**src/rtl/otp_ctrl_edn_arb.sv**
```systemverilog
// Purpose : shares one EDN request/ack port between NumReq entropy consumers.
//           Each grant gathers NumWords EDN words into ReqWidth bits.
// Latency : request sampled in cycle 0, edn_req_o in cycle 1, ack_o in
//           cycle NumWords+1 with zero EDN wait; one idle cycle between grants.
// Backpr. : EDN stalls are absorbed in FetchSt with edn_req_o held high.
//           Requesters hold req_i until acked, and late requests wait for IdleSt.
//
// Ports   : clk_i, rst_i (async, active-high)
//           req_i/ack_o/data_o  - consumer side (ack_o one-hot, one cycle; data_o zero otherwise)
//           edn_req_o/edn_ack_i/edn_data_i - EDN side
//           busy_o (not idle), fsm_err_o (bad state encoding; terminal)
// Config  : OTP_CTRL_EDN_ARB_FIXED_PRIO_EN defined -> fixed priority, where the
//           lowest index wins. Undefined -> round-robin.
module otp_ctrl_edn_arb #(
    parameter int NumReq       = 2,
    parameter int EdnDataWidth = 32,
    parameter int ReqWidth     = 64
) (
    input  logic                    clk_i,
    input  logic                    rst_i,
    input  logic [NumReq-1:0]       req_i,
    output logic [NumReq-1:0]       ack_o,
    output logic [ReqWidth-1:0]     data_o,
    output logic                    edn_req_o,
    input  logic                    edn_ack_i,
    input  logic [EdnDataWidth-1:0] edn_data_i,
    output logic                    busy_o,
    output logic                    fsm_err_o
);

    localparam int NumWords = ReqWidth / EdnDataWidth;
    localparam int CntW     = $clog2(NumWords + 1);
    localparam int IdxW     = $clog2(NumReq);

    // Sparse encoding: every pair of codes differs in 4 bits.
    typedef enum logic [5:0] {
        IdleSt  = 6'b101001,
        FetchSt = 6'b010011,
        AckSt   = 6'b100110,
        ErrorSt = 6'b011100
    } state_e;

    // Plain vectors hold the state so that any 6-bit value, valid or not,
    // can be represented and decoded to ErrorSt.
    logic [5:0]          r_state;
    logic [5:0]          w_state_next;
    logic [IdxW-1:0]     r_gnt_idx;
    logic [CntW-1:0]     r_word_cnt;
    logic [ReqWidth-1:0] r_buf;
    logic [IdxW-1:0]     w_sel_idx;
    logic                w_sel_vld;

`ifdef OTP_CTRL_EDN_ARB_FIXED_PRIO_EN
    // Scan from the top down so that the lowest set index is written last.
    always_comb begin
        w_sel_vld = 1'b0;
        w_sel_idx = '0;
        for (int k = NumReq - 1; k >= 0; k--) begin
            if (req_i[k]) begin
                w_sel_vld = 1'b1;
                w_sel_idx = IdxW'(k);
            end
        end
    end
`else
    logic [IdxW-1:0] r_rr_ptr;
    logic [IdxW:0]   w_cand;

    // Search starts at the pointer and wraps. The candidate index is reduced
    // modulo NumReq by one conditional subtract, since ptr+k < 2*NumReq.
    always_comb begin
        w_sel_vld = 1'b0;
        w_sel_idx = '0;
        w_cand    = '0;
        for (int k = 0; k < NumReq; k++) begin
            w_cand = {1'b0, r_rr_ptr} + (IdxW+1)'(k);
            if (w_cand >= (IdxW+1)'(NumReq)) begin
                w_cand = w_cand - (IdxW+1)'(NumReq);
            end
            if (!w_sel_vld && req_i[w_cand[IdxW-1:0]]) begin
                w_sel_vld = 1'b1;
                w_sel_idx = w_cand[IdxW-1:0];
            end
        end
    end

    always_ff @(posedge clk_i or posedge rst_i) begin
        if (rst_i) begin
            r_rr_ptr <= '0;
        end else if (r_state == AckSt) begin
            if (r_gnt_idx == IdxW'(NumReq - 1)) begin
                r_rr_ptr <= '0;
            end else begin
                r_rr_ptr <= r_gnt_idx + IdxW'(1);
            end
        end
    end
`endif

    // Next state and all outputs are decoded from registered state only.
    always_comb begin
        w_state_next = r_state;
        edn_req_o    = 1'b0;
        ack_o        = '0;
        data_o       = '0;
        busy_o       = 1'b1;
        fsm_err_o    = 1'b0;
        case (r_state)
            IdleSt: begin
                busy_o = 1'b0;
                if (w_sel_vld) begin
                    w_state_next = FetchSt;
                end
            end
            FetchSt: begin
                edn_req_o = 1'b1;
                if (edn_ack_i && (r_word_cnt == CntW'(NumWords - 1))) begin
                    w_state_next = AckSt;
                end
            end
            AckSt: begin
                ack_o[r_gnt_idx] = 1'b1;
                data_o           = r_buf;
                w_state_next     = IdleSt;
            end
            ErrorSt: begin
                fsm_err_o = 1'b1;
            end
            default: begin
                fsm_err_o    = 1'b1;
                w_state_next = ErrorSt;
            end
        endcase
    end

    always_ff @(posedge clk_i or posedge rst_i) begin
        if (rst_i) begin
            r_state    <= IdleSt;
            r_gnt_idx  <= '0;
            r_word_cnt <= '0;
            r_buf      <= '0;
        end else begin
            r_state <= w_state_next;
            case (r_state)
                IdleSt: begin
                    if (w_sel_vld) begin
                        r_gnt_idx  <= w_sel_idx;
                        r_word_cnt <= '0;
                    end
                end
                FetchSt: begin
                    if (edn_ack_i) begin
                        // Constant slice per word avoids a variable part-select.
                        for (int w = 0; w < NumWords; w++) begin
                            if (r_word_cnt == CntW'(w)) begin
                                r_buf[w*EdnDataWidth +: EdnDataWidth] <= edn_data_i;
                            end
                        end
                        r_word_cnt <= r_word_cnt + CntW'(1);
                    end
                end
                AckSt: begin
                    r_buf <= '0;
                end
                default: begin
                end
            endcase
        end
    end

endmodule
```
**config.mk**
```make
export PLATFORM = sky130hd
export DESIGN_NAME = otp_ctrl_edn_arb
export DESIGN_NICKNAME = d
export VERILOG_FILES = /design/src/rtl/otp_ctrl_edn_arb.sv
export SDC_FILE = /design/constraint.sdc
export NUM_CORES = 1
export LEC_CHECK = 0
export BUFFER_PORTS_ARGS = -buffer_cell sky130_fd_sc_hd__buf_2
export CAP_MARGIN = 25
export CORE_MARGIN = 3
export CORE_UTILIZATION = 40
export DETAILED_ROUTE_END_ITERATION = 10
export GPL_TIMING_DRIVEN = 0
export HOLD_SLACK_MARGIN = 0.06
export PLACE_DENSITY = 0.69
export RECOVER_POWER = 25
export SYNTH_ARGS = -nofsm -noshare
export SYNTH_HDL_FRONTEND = slang
export SYNTH_SLANG_ARGS = --single-unit
export TNS_END_PERCENT = 30
```
**constraint.sdc**
```tcl
create_clock -name clk_i -period 2.3 [get_ports clk_i]
set_input_delay 0.115 -clock clk_i [delete_from_list [all_inputs] [get_ports clk_i]]
set_output_delay 0.115 -clock clk_i [all_outputs]
set_load 0.005 [all_outputs]
```
* Yosys cells after proc, flatten, opt, wreduce, memory -nomap -nowiden
Index checks and enable logic that the tools add are counted.
Operators by class: mux-type cells 28, add/sub/neg operators 5, bitwise operators 1, reduce and logical (&&, ||, !) cells 13, magnitude comparators 6, equality and inequality tests 10
Operators with widths (count):
- 2-to-1 mux 64 bit | 2
- one-hot mux 64 bit (2 select lines) | 1
- 2-to-1 mux 32 bit | 2
- one-hot mux 6 bit (4 select lines) | 1
- 2-to-1 mux 1 bit | 15
- equality test 6 x 5 -> 1 bit, second input constant | 2
- equality test 6 bit, second input constant | 2
- 2-to-1 mux 6 bit | 2
- AND reduction 3 bit | 4
- inequality test 2 bit, second input constant | 5
- less-than comparator 1 x 2 -> 1 bit, second input constant | 3
- 2-to-1 mux 2 bit | 3
- one-hot mux 2 bit (2 select lines) | 1
- nonzero test 2 bit | 2
- logical AND 1 bit | 3
- OR reduction 3 bit | 1
- adder 1 x 1 -> 2 bit, second input constant | 1
- adder 2 x 1 -> 2 bit, second input constant | 1
- equality test 2 x 1 -> 1 bit, second input constant | 1
- greater-or-equal comparator 1 x 2 -> 1 bit, second input constant | 1
- greater-or-equal comparator 2 bit, second input constant | 1
- logical NOT 2 bit | 1
- AND reduction 2 bit | 1
- subtractor 1 bit, second input constant | 2
- other kinds (5) | 5
Word-level totals: logic and storage cells 69, output and inout port bits 69, flip-flop bits (word level) 74, bits of input ports 37

* Longest topological paths before layout
depth after elaboration 10, gate-level depth with buffers 6, mapped depth without buffers 4

* Least setup slack after synthesis
Ideal clock, no wire load.
kind flip-flop to flip-flop, start register r_state[5], end register r_buf[10], path buffers 2, period minus slack after synthesis 1.877 ns, arrival time 1.752 ns, library setup time 0.125 ns, required time 2.175 ns, cell stages (with the launch flop) 7, setup slack 0.423 ns, cell sequence dfstp_2 > nand2b_1 > or4b_1 > buf_2 > buf_6 > and2_4 > mux2_2
Between the ends: longest elaborated chain between the ends 3, elaborated cells between the ends (all ways) 7, classes of those cells eq/ne: 4; mux: 1; reduce/logical: 2
Ends and longest elaborated chain:
- start: declaration | line 45 | logic [5:0] r_state;
- start signal: assignment | line 138 | r_state <= IdleSt;
- start signal: assignment | line 143 | r_state <= w_state_next;
- equality test 6 x 5 -> 1 bit or equality test 6 bit (tied branches) | line 144 | case (r_state)
- inequality test 2 bit (no source line) or nonzero test 2 bit (tied branches)
- AND reduction 3 bit (no source line)
- end signal: indexed assignment | line 156 | r_buf[w*EdnDataWidth +: EdnDataWidth] <= edn_data_i;
- end: declaration | line 49 | logic [ReqWidth-1:0] r_buf;
Several ways; a longest one is shown, not always the timed one. A chain may end at the register's enable or synchronous reset.

* Worst setup path after layout
start register r_state[5], end output port data_o[61]
Between the ends: longest elaborated chain between the ends 2
Ends and longest elaborated chain:
- equality test 6 bit | line 108 | case (r_state)
- 2-to-1 mux 64 bit | line 108
- end: declaration | line 23 | output logic [ReqWidth-1:0] data_o,
No other way between the ends.

==> results.json <==
{
  "end_kind": "output pin",
  "highest_layer": "met4",
  "grt_max_degree": 39,
  "ys.warnings.count": 0,
  "synth.ff_latch_count": 74,
  "area_growth_pct": 25.7,
  "cp-start-kind": "flip-flop",
  "yosysSeqAreaShare_pct": 51.1,
  "drv_slew": 0,
  "worstPathRequired_ns": 2.18,
  "syn_inst": 290,
  "htree_levels": 3,
  "die_area_mm2": 0.0102,
  "clockBufferDepth": 2,
  "async_reset_ff_share_pct": 100,
  "outcome": "finished, final reports clean",
  "synth_nets": 329,
  "gp_congestion": 0.741,
  "pre_cts_ws_ns": -0.137,
  "timing.fmax_ghz": 0.457,
  "cellPowerDensity_mw_per_mm2": 526,
  "finalClockSkew_ns": 0.0126,
  "grt_pass1_wl_mm": 12.7,
  "leakage_uw": 0.00257,
  "start_util_pct": 41.4,
  "peakVddDrop_mv": 0.363,
  "yosys-top-cells-area": "dfrtp_1 (49%), mux2_2 (20%), and2_1 (12%), and2_4 (6.5%), dfstp_2 (2.2%)",
  "num_vias": 2449,
  "wl_met2_mm": 3.71,
  "drtIter0Drc": 42,
  "worst_slew_margin_rel_pct": 2.35,
  "hp-class": "in -> reg",
  "multi_input_area_mm2": 0.00166,
  "reg2regPathDepth": 6,
  "holdWs_ns": 0.126,
  "overflow": 0,
  "rr_startpoint": "r_state[0]",
  "rsz0062_at_grt": "true",
  "fin_cells": 523,
  "wl_mm": 8.07,
  "hold_depth": 3,
  "p_sw_share_pct": 21.9,
  "synth.most_common_cell": "dfrtp_1",
  "pwr-share-comb_pct": 5.4,
  "fin_crit_ns": 2.19,
  "syn_area_mm2": 0.00363,
  "seq_area_mm2": 0.00186,
  "rows": 34,
  "io_buffers": 105,
  "synth_ff_type": "dfrtp_1",
  "p_seq_share_pct": 55.0,
  "p_switching_uw": 526,
  "synth_common_cells": "dfrtp_1 (71), and2_1 (70), mux2_2 (63)",
  "antenna_found_initial": 0,
  "clock-root-buffer": "clkbuf_8",
  "ios": 106,
  "p_int_uw": 1880,
  "fillers": 779,
  "criticalPathCategory": "reg -> out",
  "hold_viol": 0,
  "wl_met3_um": 526,
  "nets": 450,
  "worstSkewPairLatency_ns": 0.34,
  "layout-drive-gt1-share_pct": 58.1,
  "grt_usage_pct": 16.2,
  "synth-edff-count": 0,
  "wl_per_cell_um": 15.4,
  "num_antenna_cells": 0,
  "die_w_um": 101,
  "finalWorstSetupSlack_ns": 0.109,
  "synth_top_area_share_pct": 49.0,
  "arrival_ns": 2.08,
  "placedCellCount": 504,
  "synth.avg_cell_area_um2": 12.5,
  "die_h_um": 101,
  "wl_met1_mm": 3.78,
  "maxCapViolCount": 0,
  "min_to": "r_state[2]",
  "layout_worst_path_cycle_share_pct": 95.2,
  "synth_top_cell_by_area": "dfrtp_1",
  "path_clk_slew_ns": 0.07,
  "cts_tree": "done",
  "crit_fanout": 10,
  "yosys.cell_types.count": 30,
  "dr.pass1.iters": 4,
  "core_area_mm2": 0.00876,
  "drtAntennaViolNets": 0,
  "tightest_slew_ns": 1.46,
  "reg2reg_slack_ns": 0.24,
  "setup_viol": 0,
  "grt_pass1_vias": 2526,
  "clkPwrFrac_pct": 39.6,
  "cts_buffers": 9,
  "cts.sinks": 74,
  "min_from": "edn_ack_i",
  "drc": 0,
  "drt-vias-per-instance": 4.68,
  "hpwl_mm": 5.95,
  "worstReg2RegEnd": "r_buf[58]"
}
==> sequential cells by signal, indices dropped and copies added, names as in the netlist <==
| register | count |
|---|---|
| r_buf | 64 |
| r_word_cnt | 2 |
| r_state | 6 |
| r_rr_ptr | 1 |
| r_gnt_idx | 1 |
==> layout by cell type, fill, tap and decap left out, types with 4 or more instances in the layout <==
cell and instances:
inv_1 5, and2_4 27, and2_1 70, buf_4 4, dfrtp_1 71, clkinv_2 4
mux2_2 63, clkbuf_8 9, buf_2 112, nor2_1 4
==> per-stage QoR <==
stage	utilization [%]	TNS [ns]	instance area (µm²)	total power (µW)
2_1_floorplan	-	0	3630	1420
3_3_place_gp	48.9	-46.26	4290	1470
3_5_place_dp	49.2	-2.49	4310	1470
4_1_cts	51.9	0	4540	2440
5_1_grt	52.0	-0.0343	4560	2510
6_report	52.0	0	4560	2400
==> layout make-up <==
| class | instances | share of cell area, % |
|---|---|---|
| Buffer | 19 | 2.77 |
| Clock buffer | 9 | 2.72 |
| Clock inverter | 6 | 1.29 |
| Inverter | 5 | 0.412 |
| Multi-Input combinational cell | 192 | 36.4 |
| Sequential cell | 74 | 40.7 |
| Tap cell | 108 | 2.96 |
| Timing Repair Buffer | 110 | 12.8 |
==> kinds of logic after synthesis <==
| group | Yosys count | synth area share, % |
|---|---|---|
| multiplexers | 64 | 19.9 |
| AND/OR/NAND/NOR | 112 | 21.8 |
| buffers and inverters | 24 | 3.45 |
| flip-flops | 74 | 51.1 |
| AO/OA/AOI/OAI | 14 | 3.10 |
| adder cells (fa/ha/maj) | 2 | 0.690 |
==> power by group through the flow <==
stage	clock, µW	sequential [µW]	combinational, µW
final	952	1320	128
after detailed placement	0	1350	128
after CTS	984	1320	133
after floorplan	0	1340	74.2
after global placement	0	1340	120
after global routing	1040	1320	144
==> routing by layer <==
layer | up-vias | track usage (%)
li1 | 1199 | -
met1 | 1165 | 21.3
met2 | 79 | 26.7
met3 | 6 | 4.75
met4 | 0 | 3.37
met5 | - | 0
==> critical path, cell delays in order, from the launching register on <==
cell	delay (ns)
dfstp_2	0.54
nand2b_1	0.11
nor4b_4	0.33
buf_4	0.24
buf_2	0.24
and2_1	0.17
buf_2	0.11
==> how the worst max path moves through the flow <==
stage                from          to  slack [ns]  cells after the start
2_1_floorplan       rst_i    r_buf[0]        0.31                      1
3_3_place_gp        rst_i   r_buf[53]       -0.63                      2
3_5_place_dp   r_state[5]  data_o[20]       -0.14                      6
4_1_cts        r_state[5]  data_o[52]        0.03                      6
5_1_grt        r_state[5]  data_o[30]       -0.01                      6
6_report       r_state[5]  data_o[61]        0.11                      6
==> repair_timing <==
action	in CTS	in global routing
endpoints found under the setup margin	50	63
hold endpoints to repair	35	0
buffers inserted	1	0
gates resized for setup	8	11
pin swaps	1	0
hold buffers	3	0
Power figures use the tool's default switching activity.
